===== src/rtl/tile_pkg.sv =====
// Shared definitions for the tile-matching game: RAM geometry, colour field
// location, controller states and the colour comparison helper.
package tile_pkg;

  localparam int NUM_TILES = 16;
  localparam int TILE_W    = 8;
  localparam int ADDR_W    = 4;
  localparam int COLOR_MSB = 7;
  localparam int COLOR_LSB = 2;
  localparam int NUM_PAIRS = 8;

  localparam logic [TILE_W-1:0] COLOR_MASK =
    TILE_W'((1 << (COLOR_MSB + 1)) - (1 << COLOR_LSB));

  typedef enum logic [3:0] {
    WAIT_A, RD_A, CAP_A, WAIT_B, RD_B, CAP_B, CMP, SHOW, CLR_A, CLR_B, DONE
  } state_t;

  // Two tiles match when their colour fields agree; the low shade bits are cosmetic.
  function automatic logic colorsEqual(input logic [TILE_W-1:0] a,
                                       input logic [TILE_W-1:0] b);
    return ((a ^ b) & COLOR_MASK) == '0;
  endfunction

endpackage


===== src/rtl/show_timer.sv =====
// Loadable down-counter that holds a mismatched pair face-up; zero flags expiry.
module show_timer #(
  parameter int SHOW_CYCLES = 25_000_000
) (
  input  logic clk,
  input  logic reset,
  input  logic load,
  input  logic en,
  output logic zero
);

  localparam int CNT_W = (SHOW_CYCLES > 1) ? $clog2(SHOW_CYCLES) : 1;

  logic [CNT_W-1:0] count;

  always_ff @(posedge clk) begin
    if (reset)
      count <= '0;
    else if (load)
      count <= CNT_W'(SHOW_CYCLES - 1);
    else if (en && !zero)
      count <= count - CNT_W'(1);
  end

  assign zero = (count == '0);

endmodule


===== src/rtl/match_controller.sv =====
// Game-sequencing controller: accepts two tile selections, compares their colours
// through the tile RAM port, clears matched pairs and hides mismatched ones.
module match_controller
  import tile_pkg::*;
#(
  parameter int                SHOW_CYCLES = 25_000_000,
  parameter logic [TILE_W-1:0] CLEAR_COLOR = 8'b00000000
) (
  input  logic                 clk,
  input  logic                 reset,
  input  logic                 sel,
  input  logic [ADDR_W-1:0]    selAddr,
  output logic                 ready,
  output logic [ADDR_W-1:0]    ramAddr,
  output logic [TILE_W-1:0]    ramWrite,
  output logic                 ramWe,
  input  logic [TILE_W-1:0]    ramRead,
  output logic [NUM_TILES-1:0] faceUp,
  output logic [NUM_TILES-1:0] matched,
  output logic [3:0]           pairs,
  output logic [7:0]           moves,
  output logic                 matchPulse,
  output logic                 missPulse,
  output logic                 gameOver
);

  state_t              state, nextState;
  logic [ADDR_W-1:0]   tileA, tileB;
  logic [TILE_W-1:0]   byteA, byteB;
  logic                accept, timerLoad, timerZero, clearing;

  show_timer #(.SHOW_CYCLES(SHOW_CYCLES)) u_timer (
    .clk   (clk),
    .reset (reset),
    .load  (timerLoad),
    .en    (state == SHOW),
    .zero  (timerZero)
  );

  always_ff @(posedge clk) begin
    if (reset) state <= WAIT_A;
    else       state <= nextState;
  end

  always_comb begin
    nextState = state;
    unique case (state)
      WAIT_A: if (accept) nextState = RD_A;
      RD_A:   nextState = CAP_A;
      CAP_A:  nextState = WAIT_B;
      WAIT_B: if (accept) nextState = RD_B;
      RD_B:   nextState = CAP_B;
      CAP_B:  nextState = CMP;
      CMP:    nextState = colorsEqual(byteA, byteB) ? CLR_A : SHOW;
      SHOW:   if (timerZero) nextState = WAIT_A;
      CLR_A:  nextState = CLR_B;
      CLR_B:  nextState = (pairs == 4'(NUM_PAIRS - 1)) ? DONE : WAIT_A;
      DONE:   nextState = DONE;
      default: nextState = WAIT_A;
    endcase
  end

  always_comb begin
    ready     = (state == WAIT_A) || (state == WAIT_B);
    gameOver  = (state == DONE);
    timerLoad = (state == CMP) && !colorsEqual(byteA, byteB);
  end

  assign accept   = sel && ready && !matched[selAddr] && !faceUp[selAddr];
  assign clearing = (nextState == CLR_A) || (nextState == CLR_B);

  // RAM port and scoreboard registers; RAM outputs are set up one edge ahead of their state.
  always_ff @(posedge clk) begin
    if (reset) begin
      ramAddr    <= '0;
      ramWrite   <= '0;
      ramWe      <= 1'b0;
      faceUp     <= '0;
      matched    <= '0;
      pairs      <= '0;
      moves      <= '0;
      matchPulse <= 1'b0;
      missPulse  <= 1'b0;
      tileA      <= '0;
      tileB      <= '0;
      byteA      <= '0;
      byteB      <= '0;
    end else begin
      matchPulse <= 1'b0;
      missPulse  <= 1'b0;
      ramWe      <= clearing;
      ramWrite   <= clearing ? CLEAR_COLOR : '0;
      if (nextState == CLR_A)      ramAddr <= tileA;
      else if (nextState == CLR_B) ramAddr <= tileB;
      else if (accept)             ramAddr <= selAddr;

      if (accept) begin
        faceUp[selAddr] <= 1'b1;
        if (state == WAIT_A) begin
          tileA <= selAddr;
        end else begin
          tileB <= selAddr;
          if (moves != 8'hFF) moves <= moves + 8'd1;
        end
      end

      if (state == CAP_A) byteA <= ramRead;
      if (state == CAP_B) byteB <= ramRead;

      if (state == SHOW && timerZero) begin
        faceUp[tileA] <= 1'b0;
        faceUp[tileB] <= 1'b0;
        missPulse     <= 1'b1;
      end

      if (state == CLR_B) begin
        matched[tileA] <= 1'b1;
        matched[tileB] <= 1'b1;
        faceUp[tileA]  <= 1'b0;
        faceUp[tileB]  <= 1'b0;
        pairs          <= pairs + 4'd1;
        matchPulse     <= 1'b1;
      end
    end
  end

endmodule


===== config.mk =====
export PLATFORM = sky130hd
export DESIGN_NAME = match_controller
export DESIGN_NICKNAME = d
export VERILOG_FILES = /design/src/rtl/tile_pkg.sv /design/src/rtl/show_timer.sv /design/src/rtl/match_controller.sv
export SDC_FILE = /design/constraint.sdc
export NUM_CORES = 1
export LEC_CHECK = 0
export BUFFER_PORTS_ARGS = -buffer_cell sky130_fd_sc_hd__buf_2
export CAP_MARGIN = 10
export CORE_MARGIN = 4
export CORE_UTILIZATION = 51
export DETAILED_ROUTE_END_ITERATION = 7
export PLACE_DENSITY = 0.75
export SYNTH_ARGS = -nofsm -noshare
export SYNTH_HDL_FRONTEND = slang
export SYNTH_SLANG_ARGS = --single-unit

===== constraint.sdc =====
create_clock -name clk -period 2.8 [get_ports clk]
set_clock_uncertainty 0.2 [all_clocks]
set_input_delay 0.56 -clock clk [delete_from_list [all_inputs] [get_ports clk]]
set_output_delay 0.56 -clock clk [all_outputs]
set_load 0.01 [all_outputs]

# After elaboration in Yosys (flattened, before gate mapping)
# Cells that the tools add are included.
[word_totals] reg_bits=104 in_bits=15
[op_classes] n_addsub=3 order_cmp=6 n_eq_ne=14 n_mux=28 n_bitwise=11 n_reduce_logical=24
[op_table] cell="$mux 16" count=5
[op_table] cell="$and 16x16->16" count=4
[op_table] cell="$mux 25" count=2
[op_table] cell="$or 16x16->16" count=3
[op_table] cell="$pmux 4 s11" count=1
[op_table] cell="$mux 4" count=8
[op_table] cell="$not 16->16" count=2
[op_table] cell="$logic_not 25->1" count=1
[op_table] cell="$sub 25x1->25 const B" count=1
[op_table] cell="$eq 4x3->1 const B" count=5
[op_table] cell="$eq 4x4->1 const B" count=5
[op_table] cell="$lt 4x5->1 const B" count=3
[op_table] cell="$demux 1 s4" count=3
[op_table] cell="$ge 4x1->1 const B" count=3
[op_table] cell="$logic_and 1x1->1" count=9
[op_table] cell="$add 8x1->8 const B" count=1
[op_table] cell="$bmux 1 s4" count=2
[op_table] cell="$eq 4x2->1 const B" count=2
[op_table] cell="$logic_not 8->1" count=1
[op_table] cell="$ne 8x8->1 const B" count=1
[op_table] cell="$xor 8x8->8" count=1
[op_table] cell="$mux 1" count=7
[op_table] cell="$add 4x1->4 const B" count=1
[op_table] cell="$eq 4x1->1 const B" count=1
[op_table] cell="9 further kinds" count=14

# Depth between registers and ports, before layout
[logic_depth] word_depth=14 mapped_depth=10 ltp_nobuf=8

# Modules after synthesis
# A second synthesis with hierarchy kept.
[unflattened] hier_cells=577 hier_area_um2=4936.0
[modules_own_cells] mod="match_controller" n_inst=1 cells_each=426 area_each_um2=3614.7
[modules_own_cells] mod="show_timer" n_inst=1 cells_each=151 area_each_um2=1321.3

# Worst setup path after synthesis
# Ideal clock, no wire load.
[synth_timing] kind="input to register" startpoint="in selAddr[0]" endpoint="reg ramAddr[1]" setup_time_ns=0.119 arrival_ns=2.355 t_required_ns=2.481 path_slack_ns=0.127 cell_stages=8 path_buffers=3 path_cell_list="clkbuf_1 -> or4_1 -> o311ai_0 -> o2111a_1 -> nand4_1 -> buf_2 -> buf_2 -> o221a_2"
[synth_between] elab_chain_len=10
[synth_rtl] element="from (decl)" line="match_controller.sv:12" source="input logic [ADDR_W-1:0] selAddr,"
[synth_rtl] element="$bmux 1 s4" line="match_controller.sv:69" source="assign accept = sel && ready && !matched[selAddr] && !faceUp[selAddr];"
[synth_rtl] element="$mux 1 (not written as such)" line="match_controller.sv:69"
[synth_rtl] element="$logic_not 1->1" line="match_controller.sv:69"
[synth_rtl] element="$logic_and 1x1->1" line="match_controller.sv:69"
[synth_rtl] element="$logic_and 1x1->1 *" line="match_controller.sv:69"
[synth_rtl] element="$mux 4, on equally long branches" line="match_controller.sv:51, match_controller.sv:48"
[synth_rtl] element="$pmux 4 s11" line="match_controller.sv:47" source="unique case (state)"
[synth_rtl] element="$eq 4x4->1" line="match_controller.sv:94" source="else if (nextState == CLR_B) ramAddr <= tileB;"
[synth_rtl] element="$mux 4" line="match_controller.sv:94"
[synth_rtl] element="$mux 4" line="match_controller.sv:93" source="if (nextState == CLR_A) ramAddr <= tileA;"
[synth_rtl] element="to (signal assigned)" line="match_controller.sv:93"
[synth_rtl] element="to (signal assigned)" line="match_controller.sv:94"
[synth_rtl] element="to (signal assigned)" line="match_controller.sv:95" source="else if (accept) ramAddr <= selAddr;"
[synth_rtl] element="to (decl)" line="match_controller.sv:14" source="output logic [ADDR_W-1:0] ramAddr,"
# Mark *: on every way between the ends. The rest lies on a longest branch, timed or not. The select of a mux whose other input is x is not followed.
# A chain may end at the register's enable or synchronous reset.

# Final worst setup path
[layout_timing] startpoint="reg u_timer.count[6]" endpoint="reg faceUp[8]"
[layout_between] elab_chain_len=7
[layout_rtl] element="from (decl)" line="show_timer.sv:14" source="logic [CNT_W-1:0] count;"
[layout_rtl] element="from (signal assigned)" line="show_timer.sv:20" source="count <= CNT_W'(SHOW_CYCLES - 1);"
[layout_rtl] element="from (signal assigned)" line="show_timer.sv:22" source="count <= count - CNT_W'(1);"
[layout_rtl] element="$logic_not 25->1 *" line="show_timer.sv:25" source="assign zero = (count == '0);"
[layout_rtl] element="$logic_and 1x1->1 *" line="match_controller.sv:110" source="if (state == SHOW && timerZero) begin"
[layout_rtl] element="$mux 16 *" line="match_controller.sv:110"
[layout_rtl] element="$mux 16 *" line="match_controller.sv:74" source="if (reset) begin"
[layout_rtl] element="$and 16x16->16 (no source line) (2 in series)"
[layout_rtl] element="$mux 16 *" line="match_controller.sv:116" source="if (state == CLR_B) begin"
[layout_rtl] element="to (signal assigned)" line="match_controller.sv:78" source="faceUp <= '0;"
[layout_rtl] element="to (signal, indexed assignment)" line="match_controller.sv:119" source="faceUp[tileA] <= 1'b0;"
[layout_rtl] element="to (signal, indexed assignment)" line="match_controller.sv:120" source="faceUp[tileB] <= 1'b0;"
[layout_rtl] element="to (decl)" line="match_controller.sv:18" source="output logic [NUM_TILES-1:0] faceUp,"
# Marks and branches as above.

==> results.py <==
metrics = {
    "min_path": {
        "holdPathStages": 3,
        "holdPathEnd": "byteB[5]",
        "worstHoldStart": "ramRead[5]",
        "hp-class": "input port to register",
    },
    "sta": {
        "fin_crit_sh_pct": 94.31,
        "rsz0062_at_grt": "false",
        "fmax_ghz": 0.3787,
        "slew_headroom_pct": 63.07,
        "tightest_slew_ns": 0.5540,
        "setup_viol": 0,
        "hold_ws_ns": 0.2332,
        "drv_slew": 0,
        "layout_min_cycle_time_ns": 2.641,
        "hold_violations": 0,
    },
    "critical_path": {
        "crit_type": "register to register",
        "start_kind": "register",
        "crit_family": "simple AND/OR/NAND/NOR gates",
        "crit_chain": "or4_1, or3_1, or3_4, o21ai_4, a21oi_1, o21a_1",
        "cpMaxStageDelayCell": "or4_1",
        "path_max_fanout": 16,
        "reg2reg_slack_ns": 0.16,
        "crit_required_ns": 2.88,
        "r2r.worst_path.cells": 6,
        "cp-end-kind": "register",
        "path_buf_inv": 0,
        "cpPeakStageDelay_ns": 0.57,
        "r2r-end": "faceUp[8]",
        "r2r-start": "u_timer.count[6]",
        "critPathArrivalTime_ns": 2.72,
    },
    "synthesis": {
        "synth_top_area_share_pct": 42.29,
        "yosys.area.top_type": "dfxtp_1",
        "ys_warn_count": 0,
        "synth-edff-count": 0,
        "seq_area_frac_synth_pct": 42.29,
        "ys_ff_latch": 100,
        "synthFlopType": "dfxtp_1",
        "ys_types": 56,
        "synthArstFlopShare_pct": 0,
        "netlist_instances": 560,
        "synthesis.area_sq_um": 4733,
        "synthTopCellsByArea": "dfxtp_1 (42%), a21oi_1 (6.1%), nor2_1 (5.2%)",
        "avgSynthCellArea_sq_um": 8.452,
    },
    "global_route": {
        "grt_max_degree": 32,
        "antenna_found_initial": 0,
        "grt_pass1_vias": 4262,
        "use_met3_pct": 4.531,
        "grt_use_met1_pct": 31.30,
        "grtUsageTotal_pct": 22.49,
        "overflow": 0,
        "grt_util_met2_pct": 34.27,
        "busiest_layer": "met2",
        "grt_pass1_wl_um": 20530,
    },
    "cts": {
        "clockBufferDepth": 2,
        "clkTransAtPathRegs_ns": 0.11,
        "cts_buffers": 9,
        "postCtsSetupBuffers": 0,
        "h-tree-depth": 3,
        "cts.sinks": 100,
        "cts.hold.buffers_added": 0,
        "cts_tree": "yes",
        "cts_root_buf": "clkbuf_8",
        "ctsResizeCount": 0,
        "clk_latency_ns": 0.37,
    },
    "placement": {
        "io_buffers": 65,
        "place_congestion": 0.9556,
        "dp_hpwl_um": 8966,
        "dp_cells": 734,
    },
    "floorplan": {
        "dieArea_sq_um": 10890,
        "core-area_sq_um": 8891,
        "rows": 34,
        "die_w_um": 104.3,
        "start_util_pct": 53.24,
        "io_pins": 76,
        "die_h_um": 104.3,
    },
    "route": {
        "drt-pass1-iter-count": 5,
        "drtIter0Drc": 304,
        "num_vias": 4451,
        "routed_wirelength_um": 12140,
        "wl_per_cell_um": 16.19,
        "drcViolationCount": 0,
        "postRouteAntennaNets": 0,
        "vias_per_cell": 5.935,
    },
    "final_layout": {
        "layout-drive-gt1-share_pct": 20.09,
        "stdcell_count": 750,
        "area.growth.synth_to_final_pct": 15.44,
        "fin_nets": 656,
        "num_antenna_cells": 0,
        "fillers": 773,
    },
    "power": {
        "vdd_drop_max_mv": 0.2893,
        "leakagePower_nw": 2.197,
        "powerDensity_nw_per_um2": 527.1,
    },
    "outcome": {
        "status": "finished, final reports clean",
    },
    "run": {
        "drv_cap": 0,
    },
}
-- power by group --
part / internal [mW] / switching, mW / leakage [nW]
registers: 1.47 / 0.0517 / 0.807
clock network: 0.339 / 0.524 / 0.0864
logic: 0.211 / 0.287 / 1.30
total: 2.02 / 0.863 / 2.20
-- tightest hold or removal path: stages --
cell and delay (ns):
buf_2 0.11, nand2_1 0.05, a21oi_1 0.05
-- metrics by stage --
| step | area, sq um | total power, mW | worst slack [ns] | util [%] | setup TNS, ns |
|---|---|---|---|---|---|
| floorplan | 4760 | 1.856 | 0.1266 | - | 0 |
| global placement | 5281 | 2.029 | -0.03442 | 59.40 | -0.1810 |
| detailed placement | 5281 | 2.039 | -0.1242 | 59.40 | -1.538 |
| CTS | 5458 | 2.885 | 0.1385 | 61.38 | 0 |
| global route | 5464 | 3.007 | 0.03063 | 61.46 | 0 |
| finish | 5464 | 2.880 | 0.1593 | 61.46 | 0 |
-- logic make-up after synthesis --
| family | count (synthesis) | share of synthesized area [%] |
|---|---|---|
| and+or+nand+nor | 206 | 22.50 |
| AOI/OAI and AO/OA | 160 | 21.23 |
| DFF | 100 | 42.29 |
| buffers and inverters | 48 | 4.970 |
| xor gates and xnor gates | 30 | 5.551 |
| muxes | 11 | 2.326 |
| adders and majority gates | 4 | 1.057 |
| other | 1 | 0.07923 |
-- sequential cells by signal, summed over array words and instances, names as in the netlist --
| signal | count |
|---|---|
| pairs | 4 |
| matchPulse | 1 |
| byteB | 6 |
| ramWe | 1 |
| state | 4 |
| missPulse | 1 |
| ramAddr | 4 |
| moves | 8 |
| tileB | 4 |
| tileA | 4 |
| byteA | 6 |
| matched | 16 |
| faceUp | 16 |
| u_timer.count | 25 |
-- Yosys cell counts, types with 3 or more instances --
library cell    n
a21oi_1        58
a22oi_1         4
or2_2           6
nor2b_1         5
buf_2          11
a211oi_1        9
or3_1          15
nor4_1          8
nand4b_1        4
nand2_1        27
o21ai_0        21
a31oi_1        16
xor2_1          7
o22ai_1        16
xnor2_1        23
dfxtp_1       100
nor2_1         65
nand2b_1       19
and3_1          4
mux2i_1        11
ha_1            4
o31ai_1         4
nor3_1         19
clkbuf_1       21
nand4_1         8
inv_1           5
nor4b_1         3
o2111ai_1       4
o21a_1          8
or4_1           8
buf_4           8
nand3_1         7
and2_1          3
-- worst max-delay path by stage --
stage | end | cells past startpoint | from
2_1_floorplan | ramAddr[1] | 8 | selAddr[0]
3_3_place_gp | moves[6] | 8 | selAddr[1]
3_5_place_dp | moves[7] | 8 | selAddr[1]
4_1_cts | faceUp[14] | 6 | u_timer.count[6]
5_1_grt | faceUp[15] | 6 | u_timer.count[4]
6_report | faceUp[8] | 6 | u_timer.count[6]
-- cell usage in the layout (no fill, tap or decap), drive strengths merged, types with 9 or more instances in the layout --
cell type and instances:
nand2 27, a21oi 59, nor2 65, xnor2 23
nor3 19, clkbuf 11, o21ai 23, o22ai 16
nand2b 19, dfxtp 100, a31oi 16, mux2i 11
buf 102, or3 16, a211oi 9
-- metal layers --
layer	routed length (um)	share of wire (%)
met1	5755	47
met2	5391	44
met3	748	6.2
met4	245	2.0
met5	0	0
-- final cells by class --
| type | count | area (sq um) | area share [%] |
|---|---|---|---|
| inverters | 5 | 18.77 | 0.3435 |
| repair buffers | 102 | 603.1 | 11.04 |
| clock buffers | 11 | 131.4 | 2.404 |
| multi-input cells | 419 | 2529 | 46.28 |
| well taps | 108 | 135.1 | 2.473 |
| clock inverters | 5 | 45.04 | 0.8244 |
| flip-flops and latches | 100 | 2002 | 36.64 |
(Power assumes the default switching activity.)
